$ cat src/rtl/multichannel_ds_modulator_if.sv
// Bus bundle for multichannel_ds_modulator.
//   master : sample/coefficient source (drives en, u, coeffs, test hooks; receives codes)
//   slave  : the modulator itself
// Signals:
//   en               advance enable
//   u                packed unsigned channel samples, channel c at [c*IN_BITS +: IN_BITS]
//   coeffs           packed signed taps, c_k at [(k-1)*COEFF_BITS +: COEFF_BITS]
//   force_err        overrides the error stored at quantisation
//   forced_err_value value stored while force_err is high
//   reset_lfsr       reloads the dither LFSR seed (dither builds only)
//   y, y_channel     quantised code and its channel
//   y_valid          one-cycle strobe qualifying y, y_channel, y_sat
//   y_sat            code was clamped
interface multichannel_ds_modulator_if #(
  parameter int unsigned NUM_CHANNELS = 2,
  parameter int unsigned ORDER        = 3,
  parameter int unsigned IN_BITS      = 16,
  parameter int unsigned FRAC_BITS    = 8,
  parameter int unsigned OUT_BITS     = 9,
  parameter int unsigned COEFF_BITS   = 3
) ();
  localparam int unsigned ChW = (NUM_CHANNELS > 1) ? $clog2(NUM_CHANNELS) : 1;

  logic                            en;
  logic [NUM_CHANNELS*IN_BITS-1:0] u;
  logic [ORDER*COEFF_BITS-1:0]     coeffs;
  logic                            force_err;
  logic [FRAC_BITS-1:0]            forced_err_value;
  logic                            reset_lfsr;
  logic [OUT_BITS-1:0]             y;
  logic [ChW-1:0]                  y_channel;
  logic                            y_valid;
  logic                            y_sat;

  modport master (
    output en, u, coeffs, force_err, forced_err_value, reset_lfsr,
    input  y, y_channel, y_valid, y_sat
  );

  modport slave (
    input  en, u, coeffs, force_err, forced_err_value, reset_lfsr,
    output y, y_channel, y_valid, y_sat
  );
endinterface

$ cat src/rtl/multichannel_ds_modulator.sv
// Time-multiplexed error-feedback delta-sigma modulator for NUM_CHANNELS channels with a
// runtime-programmable NTF of order ORDER (NTF = 1 - sum c_k z^-k).
// One shared datapath walks each channel through ORDER+1 steps: step 0 loads the sample,
// steps 1..ORDER accumulate c_k * e[ch][k], step ORDER quantises and updates the history.
// Ports:
//   clk    clock
//   reset  synchronous active-high reset (overrides en)
//   ds_if  slave side of multichannel_ds_modulator_if (samples, taps, hooks, output code)
// Build option: define DS_DITHER_EN to add 16-bit Galois LFSR dither before quantisation.
module multichannel_ds_modulator #(
  parameter int unsigned NUM_CHANNELS = 2,
  parameter int unsigned ORDER        = 3,
  parameter int unsigned IN_BITS      = 16,
  parameter int unsigned FRAC_BITS    = 8,
  parameter int unsigned OUT_BITS     = 9,
  parameter int unsigned COEFF_BITS   = 3
) (
  input logic                        clk,
  input logic                        reset,
  multichannel_ds_modulator_if.slave ds_if
);
  localparam int unsigned ChW  = (NUM_CHANNELS > 1) ? $clog2(NUM_CHANNELS) : 1;
  localparam int unsigned StW  = $clog2(ORDER + 1);
  localparam int unsigned AccW = IN_BITS + COEFF_BITS + $clog2(ORDER + 1) + 2;
  localparam logic signed [AccW-1:0] YMax = AccW'((64'd1 << OUT_BITS) - 64'd1);

  logic [StW-1:0]               st_q, st_d;
  logic [ChW-1:0]               ch_q, ch_d;
  logic signed [AccW-1:0]       acc_q, acc_d;
  logic signed [COEFF_BITS-1:0] coeff_q [ORDER];
  logic signed [COEFF_BITS-1:0] coeff_d [ORDER];
  logic [FRAC_BITS-1:0]         e_q [NUM_CHANNELS][ORDER];
  logic [FRAC_BITS-1:0]         e_d [NUM_CHANNELS][ORDER];
  logic [OUT_BITS-1:0]          y_q, y_d;
  logic [ChW-1:0]               y_ch_q, y_ch_d;
  logic                         y_sat_q, y_sat_d;
  logic                         pending_q, pending_d;

  logic                         last_step, last_ch;
  logic [IN_BITS-1:0]           u_sel;
  logic signed [COEFF_BITS-1:0] coeff_sel;
  logic [FRAC_BITS-1:0]         err_sel;
  logic signed [AccW-1:0]       coeff_ext, err_ext, prod, acc_sum, dither, w, q;
  logic [OUT_BITS-1:0]          y_new;
  logic                         sat_new;
  logic [FRAC_BITS-1:0]         e_new;

`ifdef DS_DITHER_EN
  localparam logic [15:0] LfsrMask = 16'hB400;
  localparam logic [15:0] LfsrSeed = 16'hACE1;

  logic [15:0] lfsr_q;

  always_ff @(posedge clk) begin
    if (reset || ds_if.reset_lfsr) begin
      lfsr_q <= LfsrSeed;
    end else if (ds_if.en && last_step) begin
      lfsr_q <= lfsr_q[0] ? ((lfsr_q >> 1) ^ LfsrMask) : (lfsr_q >> 1);
    end
  end

  // Centre the dither around zero: d in [-2^(F-1), 2^(F-1)-1].
  assign dither = {{(AccW-FRAC_BITS){1'b0}}, lfsr_q[FRAC_BITS-1:0]}
                - AccW'(64'd1 << (FRAC_BITS - 1));
`else
  logic unused_reset_lfsr;
  assign unused_reset_lfsr = ds_if.reset_lfsr;
  assign dither = '0;
`endif

  assign last_step = (st_q == StW'(ORDER));
  assign last_ch   = (ch_q == ChW'(NUM_CHANNELS - 1));

  // Shared datapath: operand selection, tap product and quantiser.
  always_comb begin
    u_sel     = '0;
    coeff_sel = '0;
    err_sel   = '0;
    for (int c = 0; c < NUM_CHANNELS; c++) begin
      if (ch_q == ChW'(c)) u_sel = ds_if.u[c*IN_BITS +: IN_BITS];
    end
    for (int k = 0; k < ORDER; k++) begin
      if (st_q == StW'(k + 1)) begin
        coeff_sel = coeff_q[k];
        err_sel   = e_q[ch_q][k];
      end
    end
    coeff_ext = {{(AccW-COEFF_BITS){coeff_sel[COEFF_BITS-1]}}, coeff_sel};
    err_ext   = {{(AccW-FRAC_BITS){1'b0}}, err_sel};
    prod      = coeff_ext * err_ext;
    acc_sum   = acc_q + prod;
    w         = acc_sum + dither;
    q         = w >>> FRAC_BITS;
    if (q[AccW-1]) begin
      y_new   = '0;
      sat_new = 1'b1;
    end else if (q > YMax) begin
      y_new   = '1;
      sat_new = 1'b1;
    end else begin
      y_new   = q[OUT_BITS-1:0];
      sat_new = 1'b0;
    end
    // Error always comes from the unclamped sum so clamping does not corrupt the noise shaping.
    e_new = ds_if.force_err ? ds_if.forced_err_value : w[FRAC_BITS-1:0];
  end

  // Sequencer and state update.
  always_comb begin
    st_d      = st_q;
    ch_d      = ch_q;
    acc_d     = acc_q;
    coeff_d   = coeff_q;
    e_d       = e_q;
    y_d       = y_q;
    y_ch_d    = y_ch_q;
    y_sat_d   = y_sat_q;
    pending_d = pending_q;
    if (ds_if.en) begin
      pending_d = 1'b0;
      if (last_step) begin
        st_d = '0;
        ch_d = last_ch ? '0 : ch_q + 1'b1;
      end else begin
        st_d = st_q + 1'b1;
      end
      if (st_q == '0) begin
        acc_d = {{(AccW-IN_BITS){1'b0}}, u_sel};
        // Taps are captured once per frame so they never change mid-frame.
        if (ch_q == '0) begin
          for (int k = 0; k < ORDER; k++) begin
            coeff_d[k] = ds_if.coeffs[k*COEFF_BITS +: COEFF_BITS];
          end
        end
      end else begin
        acc_d = acc_sum;
      end
      if (last_step) begin
        y_d       = y_new;
        y_ch_d    = ch_q;
        y_sat_d   = sat_new;
        pending_d = 1'b1;
        for (int c = 0; c < NUM_CHANNELS; c++) begin
          if (ch_q == ChW'(c)) begin
            for (int k = ORDER - 1; k >= 1; k--) e_d[c][k] = e_q[c][k-1];
            e_d[c][0] = e_new;
          end
        end
      end
    end
  end

  always_ff @(posedge clk) begin
    if (reset) begin
      st_q      <= '0;
      ch_q      <= '0;
      acc_q     <= '0;
      y_q       <= '0;
      y_ch_q    <= '0;
      y_sat_q   <= 1'b0;
      pending_q <= 1'b0;
      for (int k = 0; k < ORDER; k++) coeff_q[k] <= '0;
      for (int c = 0; c < NUM_CHANNELS; c++) begin
        for (int k = 0; k < ORDER; k++) e_q[c][k] <= '0;
      end
    end else begin
      st_q      <= st_d;
      ch_q      <= ch_d;
      acc_q     <= acc_d;
      coeff_q   <= coeff_d;
      e_q       <= e_d;
      y_q       <= y_d;
      y_ch_q    <= y_ch_d;
      y_sat_q   <= y_sat_d;
      pending_q <= pending_d;
    end
  end

  // A completed code is held pending until an enabled cycle, so a disabled cycle defers it.
  assign ds_if.y_valid   = pending_q & ds_if.en & ~reset;
  assign ds_if.y         = y_q;
  assign ds_if.y_channel = y_ch_q;
  assign ds_if.y_sat     = y_sat_q;

endmodule

$ cat src/flat_wrapper.sv
// flat-port wrapper written by rule: the top's interface ports become plain ports
module multichannel_ds_modulator_flat 
#(
  parameter int unsigned NUM_CHANNELS = 2,
  parameter int unsigned ORDER        = 3,
  parameter int unsigned IN_BITS      = 16,
  parameter int unsigned FRAC_BITS    = 8,
  parameter int unsigned OUT_BITS     = 9,
  parameter int unsigned COEFF_BITS   = 3
)
  (clk, reset, ds_if_en, ds_if_u, ds_if_coeffs, ds_if_force_err, ds_if_forced_err_value, ds_if_reset_lfsr, ds_if_y, ds_if_y_channel, ds_if_y_valid, ds_if_y_sat);
  multichannel_ds_modulator_if #(.NUM_CHANNELS(NUM_CHANNELS), .ORDER(ORDER), .IN_BITS(IN_BITS), .FRAC_BITS(FRAC_BITS), .OUT_BITS(OUT_BITS), .COEFF_BITS(COEFF_BITS)) ds_if_i ();
  input logic clk;
  input logic reset;
  input wire logic [$bits(ds_if_i.en)-1:0] ds_if_en;
  input wire logic [$bits(ds_if_i.u)-1:0] ds_if_u;
  input wire logic [$bits(ds_if_i.coeffs)-1:0] ds_if_coeffs;
  input wire logic [$bits(ds_if_i.force_err)-1:0] ds_if_force_err;
  input wire logic [$bits(ds_if_i.forced_err_value)-1:0] ds_if_forced_err_value;
  input wire logic [$bits(ds_if_i.reset_lfsr)-1:0] ds_if_reset_lfsr;
  output wire logic [$bits(ds_if_i.y)-1:0] ds_if_y;
  output wire logic [$bits(ds_if_i.y_channel)-1:0] ds_if_y_channel;
  output wire logic [$bits(ds_if_i.y_valid)-1:0] ds_if_y_valid;
  output wire logic [$bits(ds_if_i.y_sat)-1:0] ds_if_y_sat;
  assign ds_if_i.en = ds_if_en;
  assign ds_if_i.u = ds_if_u;
  assign ds_if_i.coeffs = ds_if_coeffs;
  assign ds_if_i.force_err = ds_if_force_err;
  assign ds_if_i.forced_err_value = ds_if_forced_err_value;
  assign ds_if_i.reset_lfsr = ds_if_reset_lfsr;
  assign ds_if_y = ds_if_i.y;
  assign ds_if_y_channel = ds_if_i.y_channel;
  assign ds_if_y_valid = ds_if_i.y_valid;
  assign ds_if_y_sat = ds_if_i.y_sat;
  multichannel_ds_modulator #(.NUM_CHANNELS(NUM_CHANNELS), .ORDER(ORDER), .IN_BITS(IN_BITS), .FRAC_BITS(FRAC_BITS), .OUT_BITS(OUT_BITS), .COEFF_BITS(COEFF_BITS)) u_core (.clk(clk), .reset(reset), .ds_if(ds_if_i));
endmodule
$ cat config.mk
export PLATFORM = sky130hd
export DESIGN_NAME = multichannel_ds_modulator_flat
export DESIGN_NICKNAME = d
export VERILOG_FILES = /design/src/rtl/multichannel_ds_modulator_if.sv /design/src/rtl/multichannel_ds_modulator.sv /design/src/flat_wrapper.sv
export SDC_FILE = /design/constraint.sdc
export NUM_CORES = 1
export LEC_CHECK = 0
export BUFFER_PORTS_ARGS = -buffer_cell sky130_fd_sc_hd__buf_4
export CAP_MARGIN = 25
export CORE_UTILIZATION = 25
export CTS_BUF_LIST = sky130_fd_sc_hd__clkbuf_2
export CTS_CLUSTER_SIZE = 10
export DETAILED_ROUTE_END_ITERATION = 10
export SYNTH_ARGS = -nofsm -noshare
export SYNTH_HDL_FRONTEND = slang
export SYNTH_SLANG_ARGS = --single-unit
$ cat constraint.sdc
create_clock -name clk -period 10.6 [get_ports clk]
set_clock_uncertainty 0.05 [all_clocks]
set_input_delay 2.12 -clock clk [delete_from_list [all_inputs] [get_ports clk]]
set_output_delay 2.12 -clock clk [all_outputs]
set_load 0.1 [all_outputs]
==> results.toml, run 1 <==
[outcome]
status = "complete, no violations"

[setup_path]
cp_slowest_stage_delay_ns = 0.64
cp_slowest_cell = "a222oi_1"
cp_top_family = "adder cells"
crit_path_end_kind = "flip-flop"
r2r_end = "u_core.ds_if.y[1]"
crit_type = "reg -> reg"
reg2reg_from = "u_core.st_q[0]"
path_buf_inv = 2
crit_chain = "inv_1 > ha_1 > nand2b_1 > o21ai_0 > o21ai_0 > nand2_1 > fa_1 > fa_1 > inv_1 > fa_1 > ha_1 > fa_1 > a211oi_2 > o211ai_1 > and4_4 > or3_1 > a222oi_1 > and2_1 > a211oi_2"
required_ns = 11.03
worst_ep_arrival_time_ns = 7.40
ff2ff_path_depth = 19
worstPathMaxFanout = 15
cpMostUsedCell = "fa_1"
critPathLaunchType = "flip-flop"
reg2reg_slack_ns = 3.63

[placed_design]
placed_cells = 1138
gp_routability_congestion = 0.831
dp_hpwl_um = 12200
numPortBuffers = 64

[route]
vias = 5599
drc = 0
route.antenna.remaining_nets = 0
routed_wl_um = 16800
dr.pass1.iters = 4
drt-vias-per-instance = 4.85
drt_iter0_markers = 312
drt-wirelength-per-cell_um = 14.6

[final_layout]
fin_nets = 949
area_growth_pct = 13.2
nFillCells = 2673
final_cell_count_no_fill = 1155
drive_gt1_frac = 0.148
final_util = 0.291

[synth]
yosysMostFrequentCell = "nand2_1"
ys_types = 64
synth_top_area_frac = 0.292
synth_area_leaders = "dfxtp_1 29%, ha_1 12%, a21oi_1 6.9%"
syn_area_per_cell_um2 = 8.23
yosysSeqAreaShare = 0.292
synth-async-reset-ratio = 0
yosys-top-cells-count = "118 x nand2_1, 95 x dfxtp_1, 90 x a21oi_1, 90 x nor2_1, 60 x ha_1"
yosysWarnings = 0
synth_edf_count = 0
synth_nets = 920
synth_area_um2 = 6500
ys_ff_latch = 95
synthCells = 790
synth_top_area_cell = "dfxtp_1"
synth-main-ff-cell = "dfxtp_1"

[sta]
finalHoldViolations = 0
finalSetupTns_ns = 0
relSlewSlack = 0.343
drv_slew = 0
fin_crit_ns = 6.97
max_clock_freq_ghz = 0.144
setup_violations = 0
worst_pin_slew_ns = 0.986
rsz0062_at_grt = "no"
fin_crit_sh = 0.657

[global_routing]
grt_max_degree = 93
grt_overflow = 0
grt.total_usage = 0.130
grt_pass1_vias = 5389
grt_antenna_before_repair = 1
grt_pass1_wl_um = 27500

[floorplan]
io_pins = 66
rows = 58
dieWidth_um = 163
start_util = 0.257
core_um2 = 25300
die_area_um2 = 26700
die_y_um = 163

[clocking]
root_buffer = "clkbuf_2"
cts_setup_buffers = 0
cts_tree = "done"
clockBufferDepth = 2
clk-insertion-delay-late_ns = 0.60
cts-buffers-inserted = 9
ctsHoldBuffers = 0
htreeDepth = 3
post_cts_resized = 0
clk_pin_slew_ns = 0.30
cts.sinks = 95

[worst_hold_path]
holdCritStartpoint = "u_core.e_q[10]"
hp-class = "reg -> reg"
hold_end = "u_core.e_q[2]"
hold_depth = 2

[power]
ir_drop_uv = 31.9
powerDensity_nw_per_um2 = 100
p_leak_nw = 2.97

[run]
cap_violations = 0
## worst max path at each step
stage / to / start / slack [ns] / cells after the start
after CTS: u_core.ds_if.y[1] / u_core.st_q[0] / 3.59 / 19
after floorplan: ds_if_y_valid / ds_if_en / 4.41 / 4
after global placement: u_core.ds_if.y_sat / u_core.st_q[0] / 3.77 / 19
after detailed placement: u_core.ds_if.y[1] / u_core.st_q[0] / 3.68 / 19
final: u_core.ds_if.y[1] / u_core.st_q[0] / 3.63 / 19
after global routing: u_core.ds_if.y[6] / u_core.st_q[0] / 3.11 / 19
## where the power goes
group / switching (mW) / internal (mW) / total [mW] / leakage (nW)
combinational: 0.0948 / 0.0613 / 0.156 / 2.12
clock: 0.145 / 0.0605 / 0.206 / 0.0816
sequential: 0.00623 / 0.368 / 0.375 / 0.770
## metal layers
layer	global-route usage	up-vias	wire (um)
li1	-	2825	-
met1	0.167	2676	7760
met2	0.226	83	8190
met3	0.0168	15	637
met4	0.0344	0	256
met5	0	-	0
## stage by stage
| stage | setup slack, ns | instance area, um2 | total power [mW] | hold slack (ns) |
|---|---|---|---|---|
| final | 3.63 | 7360 | 0.737 | 0.406 |
| after global routing | 3.11 | 7360 | 0.778 | 0.445 |
| after CTS | 3.59 | 7360 | 0.748 | 0.423 |
| after detailed placement | 3.68 | 7220 | 0.538 | 0.396 |
| after global placement | 3.77 | 7200 | 0.536 | 0.392 |
| after floorplan | 4.41 | 6500 | 0.490 | 0.386 |
## placed cells by master (no fill, tap or decap), drive strengths merged, types with 6 or more instances in the layout
| master | Yosys | routed |
|---|---|---|
| nand2 | 118 | 118 |
| dfxtp | 95 | 95 |
| nor2 | 91 | 91 |
| a21oi | 90 | 90 |
| buf | 15 | 69 |
| ha | 60 | 60 |
| mux2i | 44 | 44 |
| a211oi | 34 | 34 |
| o21ai | 31 | 31 |
| inv | 22 | 25 |
| fa | 16 | 16 |
| o211ai | 13 | 13 |
| mux2 | 12 | 12 |
| nor3 | 11 | 11 |
| xnor2 | 10 | 10 |
| clkbuf | 34 | 9 |
| and2 | 9 | 9 |
| nand2b | 8 | 8 |
| and3 | 8 | 8 |
| nand3 | 7 | 7 |
| nor2b | 7 | 7 |
| xor2 | 6 | 6 |
## flip-flops by register name (all words and copies together) (netlist names)
signal,cells
u_core.ch_q,1
u_core.e_q,48
u_core.acc_q,23
u_core.pending_q,1
u_core.ds_if.y,9
u_core.coeff_q,9
u_core.ds_if.y_sat,1
u_core.st_q,2
u_core.ds_if.y_channel,1
## worst reg2reg max path, stage by stage, from the launching register on
cell and delay, ns:
dfxtp_1 0.42, inv_1 0.10, ha_1 0.56, nand2b_1 0.44
o21ai_0 0.14, o21ai_0 0.44, nand2_1 0.16, fa_1 0.53
fa_1 0.54, inv_1 0.05, fa_1 0.45, ha_1 0.27
fa_1 0.45, a211oi_2 0.27, o211ai_1 0.14, and4_4 0.22
or3_1 0.36, a222oi_1 0.64, and2_1 0.48, a211oi_2 0.13
## cells by family (layout without fill, tap and decap cells)
| family | Yosys count | after routing | synth area share |
|---|---|---|---|
| simple gates | 275 | 275 | 0.184 |
| compound gates | 199 | 199 | 0.199 |
| flops | 95 | 95 | 0.292 |
| fa+ha+maj | 76 | 76 | 0.165 |
| buf+inv | 73 | 107 | 0.0489 |
| mux | 56 | 56 | 0.0885 |
| xor+xnor | 16 | 16 | 0.0227 |
| other cells | 0 | 1 | 0 |
## layout make-up
type	instances	area, um2	area share
antenna	1	2.50	0.000340
clock buffer	9	45.0	0.00612
clock inverter	7	88.8	0.0121
inverter	22	82.6	0.0112
multi-input combinational	622	4290	0.582
sequential	95	1900	0.259
tap	330	413	0.0561
timing repair buffer	69	538	0.0731
Note: power is estimated with default switching activity, not from simulation.
==> run 2, diff against run 1 <==
==> constraint.sdc (replaced) <==
create_clock -name clk -period 6.73 [get_ports clk]
set_clock_uncertainty 0.05 [all_clocks]
set_input_delay 1.346 -clock clk [delete_from_list [all_inputs] [get_ports clk]]
set_output_delay 1.346 -clock clk [all_outputs]
set_load 0.1 [all_outputs]
==> run 2 against run 1 <==
Net effect: first-iteration DRC count fell by 3.8%; largest power group unchanged; setup slack worse by 2.9 ns; non-clock buffer count is 12 higher; die area unchanged; sequential cell count is the same.
==> results.toml, run 2 (same netlist as run 1, synthesis figures left out) <==
[sta]
fin_crit_ns = 6.00
setup_violations = 0
worst_pin_slew_ns = 0.970
relSlewSlack = 0.353
finalHoldViolations = 0
fin_crit_sh = 0.892
worst_slack_ns = 0.729
rsz0062_at_grt = "no"
max_clock_freq_ghz = 0.167
finalSetupTns_ns = 0
drv_slew = 0

[clocking]
htreeDepth = 3
cts_setup_buffers = 0
ctsHoldBuffers = 0
post_cts_resized = 0
clockBufferDepth = 2
cts.sinks = 95
clk-insertion-delay-late_ns = 0.59
cts_tree = "done"
root_buffer = "clkbuf_2"
cts-buffers-inserted = 9
clk_pin_slew_ns = 0.30

[final_layout]
fin_nets = 961
drive_gt1_frac = 0.160
largest-register = "u_core.e_q"
final_cell_mix = "118 x nand2_1, 94 x dfxtp_1, 90 x a21oi_1"
top_regs = "u_core.e_q: 48 flops, u_core.acc_q: 23 flops"
fin_area_um2 = 7470
largest_reg_flops = 48
final_common_cell = "nand2_1"
area_growth_pct = 14.9

[setup_path]
cp_slowest_cell = "fa_1"
cp_top_family = "adder cells"
required_ns = 7.19
cpMostUsedCell = "fa_1"
worstPathMaxFanout = 7
cp_slowest_stage_delay_ns = 0.55
critPathLaunchType = "flip-flop"
worst_ep_arrival_time_ns = 6.46
path_buf_inv = 2
crit_chain = "inv_1 > ha_1 > nand2b_1 > nor2_1 > a211oi_1 > a21oi_1 > nand2b_1 > fa_1 > fa_1 > inv_1 > fa_1 > ha_1 > fa_1 > a211oi_2 > o211ai_1 > and3_2 > a221oi_4 > o211a_1 > a41o_1 > nor3_1"
crit_type = "reg -> reg"
crit_path_end_kind = "flip-flop"

[placed_design]
gp_routability_congestion = 0.834
numPortBuffers = 64
placed_area_um2 = 7330
pre_cts_ws_ns = 0.759
dp_hpwl_um = 12400

[route]
routed_wl_um = 16700
drt_iter0_markers = 300
dr.pass1.iters = 4
highest_layer = "met4"
drt-vias-per-instance = 4.83
wl_met3_um = 553
vias = 5634
route.antenna.remaining_nets = 0
wl_met1_um = 7770
met2_length_um = 7880
drc = 0
drt-wirelength-per-cell_um = 14.3

[global_routing]
grt_overflow = 0
grt_pass1_vias = 5343
grt_pass1_wl_um = 27200
grt_max_degree = 93
grt_antenna_before_repair = 1
grt.total_usage = 0.129

[power]
powerDensity_nw_per_um2 = 158
ir_drop_uv = 110
p_leak_nw = 3.04
p_total_mw = 1.18

[floorplan]
dieWidth_um = 163
rows = 58
core_um2 = 25300
io_pins = 66
die_y_um = 163
start_util = 0.257
die_area_um2 = 26700

[outcome]
status = "complete, no violations"

[worst_hold_path]
hp-class = "reg -> reg"

[run]
cap_violations = 0
==> run 2: cell types whose count changed in the layout (fill, tap and decap cells not counted), sizes merged <==
cell | previous run | this run
buf | 69 | 81
inv | 25 | 26
clkinv | 3 | 2
==> run 2: worst reg2reg max path, stage by stage, from the launching register on <==
cell      delay [ns]
dfxtp_1         0.47
inv_1           0.09
ha_1            0.21
nand2b_1        0.29
nor2_1          0.17
a211oi_1        0.06
a21oi_1         0.33
nand2b_1        0.13
fa_1            0.48
fa_1            0.55
inv_1           0.05
fa_1            0.45
ha_1            0.26
fa_1            0.44
a211oi_2        0.26
o211ai_1        0.14
and3_2          0.26
a221oi_4        0.45
o211a_1         0.29
a41o_1          0.40
nor3_1          0.10
==> run 2: cell type report <==
cell class,count,area [um2]
antenna,1,2.50
multi-input combinational,622,4290
fill,2691,17900
inverter,22,82.6
clock buffer,9,45.0
sequential,95,1900
clock inverter,7,97.6
timing repair buffer,81,641
tap,330,413
==> run 2: per-stage QoR <==
step / hold slack, ns / cells / util
floorplan: 0.386 / 790 / -
global placement: 0.391 / 1149 / 0.288
detailed placement: 0.397 / 1150 / 0.289
CTS: 0.397 / 1166 / 0.295
global route: 0.433 / 1167 / 0.295
finish: 0.406 / 1167 / 0.295
==> run 2: worst paths after layout <==
check                       from                end  slack, ns  cells after the start
hold reg to reg   u_core.e_q[38]     u_core.e_q[30]       0.41                      2
hold / removal    u_core.e_q[38]     u_core.e_q[30]       0.41                      2
setup / recovery  u_core.st_q[0]  u_core.ds_if.y[7]       0.73                     20
setup reg to reg  u_core.st_q[0]  u_core.ds_if.y[7]       0.73                     20
==> run 2: where the power goes <==
group,switching [mW],internal (mW),total (mW),leakage (nW)
Combinational,0.151,0.105,0.255,2.18
Sequential,0.00941,0.581,0.590,0.770
Clock,0.234,0.100,0.334,0.0852
Total,0.394,0.786,1.18,3.04
==> run 2: layer usage <==
layer  GRT usage  up-vias
met5           0        -
met4      0.0514        0
met3      0.0193       26
met2       0.216       86
met1       0.164     2674
li1            -     2848
==> run 3, diff against run 2 <==
--- a/config.mk
+++ b/config.mk
@@ -5,12 +5,15 @@
 export SDC_FILE = /design/constraint.sdc
 export NUM_CORES = 1
 export LEC_CHECK = 0
-export BUFFER_PORTS_ARGS = -buffer_cell sky130_fd_sc_hd__buf_4
 export CAP_MARGIN = 25
+export CELL_PAD_IN_SITES_DETAIL_PLACEMENT = 2
+export CELL_PAD_IN_SITES_GLOBAL_PLACEMENT = 2
 export CORE_UTILIZATION = 25
 export CTS_BUF_LIST = sky130_fd_sc_hd__clkbuf_2
 export CTS_CLUSTER_SIZE = 10
 export DETAILED_ROUTE_END_ITERATION = 10
+export DONT_BUFFER_PORTS = 1
+export PLACE_DENSITY_LB_ADDON = 0.12
 export SYNTH_ARGS = -nofsm -noshare
 export SYNTH_HDL_FRONTEND = slang
 export SYNTH_SLANG_ARGS = --single-unit
==> run 3 against run 2 <==
Net effect: critical path depth grew 1; design area shrank 6.9%; clock-buffer cell count is the same; clock power shrank 6.3%; critical endpoint is now u_core.ds_if.y[1]; setup slack lost 0.32 ns; sequential share of layout area grew 1.9 points; routed wire length grew 33%; non-clock buffer count shrank 63; die area is the same.
==> results.toml, run 3 (same netlist as run 1, synthesis figures left out) <==
[final_layout]
drive_gt1_frac = 0.0920
final_util = 0.275
largest_reg_flops = 48
final_common_cell = "nand2_1"
area_growth_pct = 6.91
fin_nets = 898
top_regs = "u_core.e_q: 48 flops, u_core.acc_q: 23 flops"
final_cell_mix = "118 x nand2_1, 94 x dfxtp_1, 90 x a21oi_1"
largest-register = "u_core.e_q"

[global_routing]
grt_pass1_wl_um = 34800
grt.total_usage = 0.173
grt_overflow = 0
grt_pass1_vias = 6064
grt_max_degree = 93
grt_antenna_before_repair = 2

[sta]
fin_crit_ns = 6.32
finalHoldViolations = 0
relSlewSlack = 0.292
hold_ws_ns = 0.426
finalSetupTns_ns = 0
setup_violations = 0
worst_pin_slew_ns = 1.06
rsz0062_at_grt = "no"
fin_crit_sh = 0.939
max_clock_freq_ghz = 0.158
drv_slew = 0

[clocking]
ctsHoldBuffers = 0
cts.sinks = 95
cts-buffers-inserted = 9
cts_setup_buffers = 0
clockBufferDepth = 2
clk_pin_slew_ns = 0.29
root_buffer = "clkbuf_2"
post_cts_resized = 0
cts_tree = "done"
htreeDepth = 3
clk-insertion-delay-late_ns = 0.60

[setup_path]
worst_ep_arrival_time_ns = 6.79
reg2reg_slack_ns = 0.41
ff2ff_path_depth = 21
required_ns = 7.20
critPathLaunchType = "flip-flop"
r2r_end = "u_core.ds_if.y[1]"
crit_type = "reg -> reg"
cp_slowest_cell = "fa_1"
crit_chain = "inv_1 > ha_1 > buf_4 > a21oi_1 > nor2_1 > a21oi_1 > nand2b_1 > fa_1 > fa_1 > inv_1 > fa_1 > ha_1 > fa_1 > a211oi_2 > o211ai_1 > and4_4 > or3_1 > a222oi_1 > buf_4 > and2_1 > a211oi_2"
cpMostUsedCell = "fa_1"
cp_slowest_stage_delay_ns = 0.54
reg2reg_from = "u_core.st_q[0]"
worstPathMaxFanout = 14
crit_path_end_kind = "flip-flop"

[power]
p_sw_mw = 0.386
pwr-share-seq = 0.526
comb_power_share = 0.199
p_leak_nw = 2.70
intPower_mw = 0.748
power_switching_share = 0.341
ir_drop_uv = 76.9
powerDensity_nw_per_um2 = 163
clkPwrFrac = 0.276

[floorplan]
dieWidth_um = 163
die_area_um2 = 26700
core_um2 = 25300
rows = 58
die_y_um = 163
start_util = 0.257
io_pins = 66

[worst_hold_path]
hold_end = "u_core.e_q[24]"
hold_depth = 2
hp-class = "reg -> reg"
holdCritStartpoint = "u_core.e_q[24]"

[route]
drt_iter0_markers = 168
vias = 5591
route.antenna.remaining_nets = 0
dr.pass1.iters = 4
drc = 0
drt-vias-per-instance = 5.06
routed_wl_um = 22200
drt-wirelength-per-cell_um = 20.1

[placed_design]
dp_hpwl_um = 16500
numPortBuffers = 0
gp_routability_congestion = 0.798

[run]
cap_violations = 0

[outcome]
status = "complete, no violations"
[run 3: cell type report]
type	count	area (um2)
Antenna cell	2	5.00
Inverter	22	82.6
Clock inverter	6	67.6
Sequential cell	95	1900
Multi-Input combinational cell	622	4290
Tap cell	330	413
Timing Repair Buffer	18	148
Clock buffer	9	45.0
Fill cell	2929	18400
[run 3: per-stage QoR]
step	worst slack [ns]	power, mW	instances	instance area [um2]
global route	0.0535	1.20	1104	6950
detailed placement	0.379	0.835	1087	6840
CTS	0.331	1.17	1102	6950
finish	0.409	1.13	1104	6950
global placement	0.534	0.828	1087	6840
floorplan	0.768	0.772	790	6500
[run 3: per-layer routing]
| metal | up-vias | track usage | share of wire |
|---|---|---|---|
| met5 | - | 0 | 0 |
| met4 | 0 | 0.0467 | 0.013 |
| met3 | 11 | 0.0310 | 0.028 |
| met2 | 73 | 0.302 | 0.49 |
| met1 | 2787 | 0.215 | 0.47 |
| li1 | 2720 | - | - |
[run 3: how the worst max path moves through the flow]
stage,from,endpoint,cells after the start
6_report,u_core.st_q[0],u_core.ds_if.y[1],21
5_1_grt,u_core.st_q[0],u_core.ds_if.y[6],21
4_1_cts,u_core.st_q[0],u_core.ds_if.y[1],21
3_5_place_dp,u_core.st_q[0],u_core.ds_if.y[1],21
3_3_place_gp,u_core.st_q[0],u_core.ds_if.y_sat,21
2_1_floorplan,u_core.ch_q,u_core.ds_if.y_sat,21
[run 3: power by group through the flow]
stage | clock network (mW) | logic (mW) | registers, mW
after floorplan | 0 | 0.169 | 0.603
after global placement | 0 | 0.222 | 0.606
after detailed placement | 0 | 0.228 | 0.607
after CTS | 0.337 | 0.231 | 0.598
after global routing | 0.352 | 0.252 | 0.600
final | 0.313 | 0.225 | 0.597
[run 3: critical path, delay by kind of cell (launching register included)]
kind | cells | cell delay, ns
adder cells (fa/ha/maj) | 6 | 2.38
AO/OA/AOI/OAI | 6 | 1.55
AND/OR/NAND/NOR | 5 | 1.21
buffers and inverters | 4 | 0.54
flip-flops | 1 | 0.47
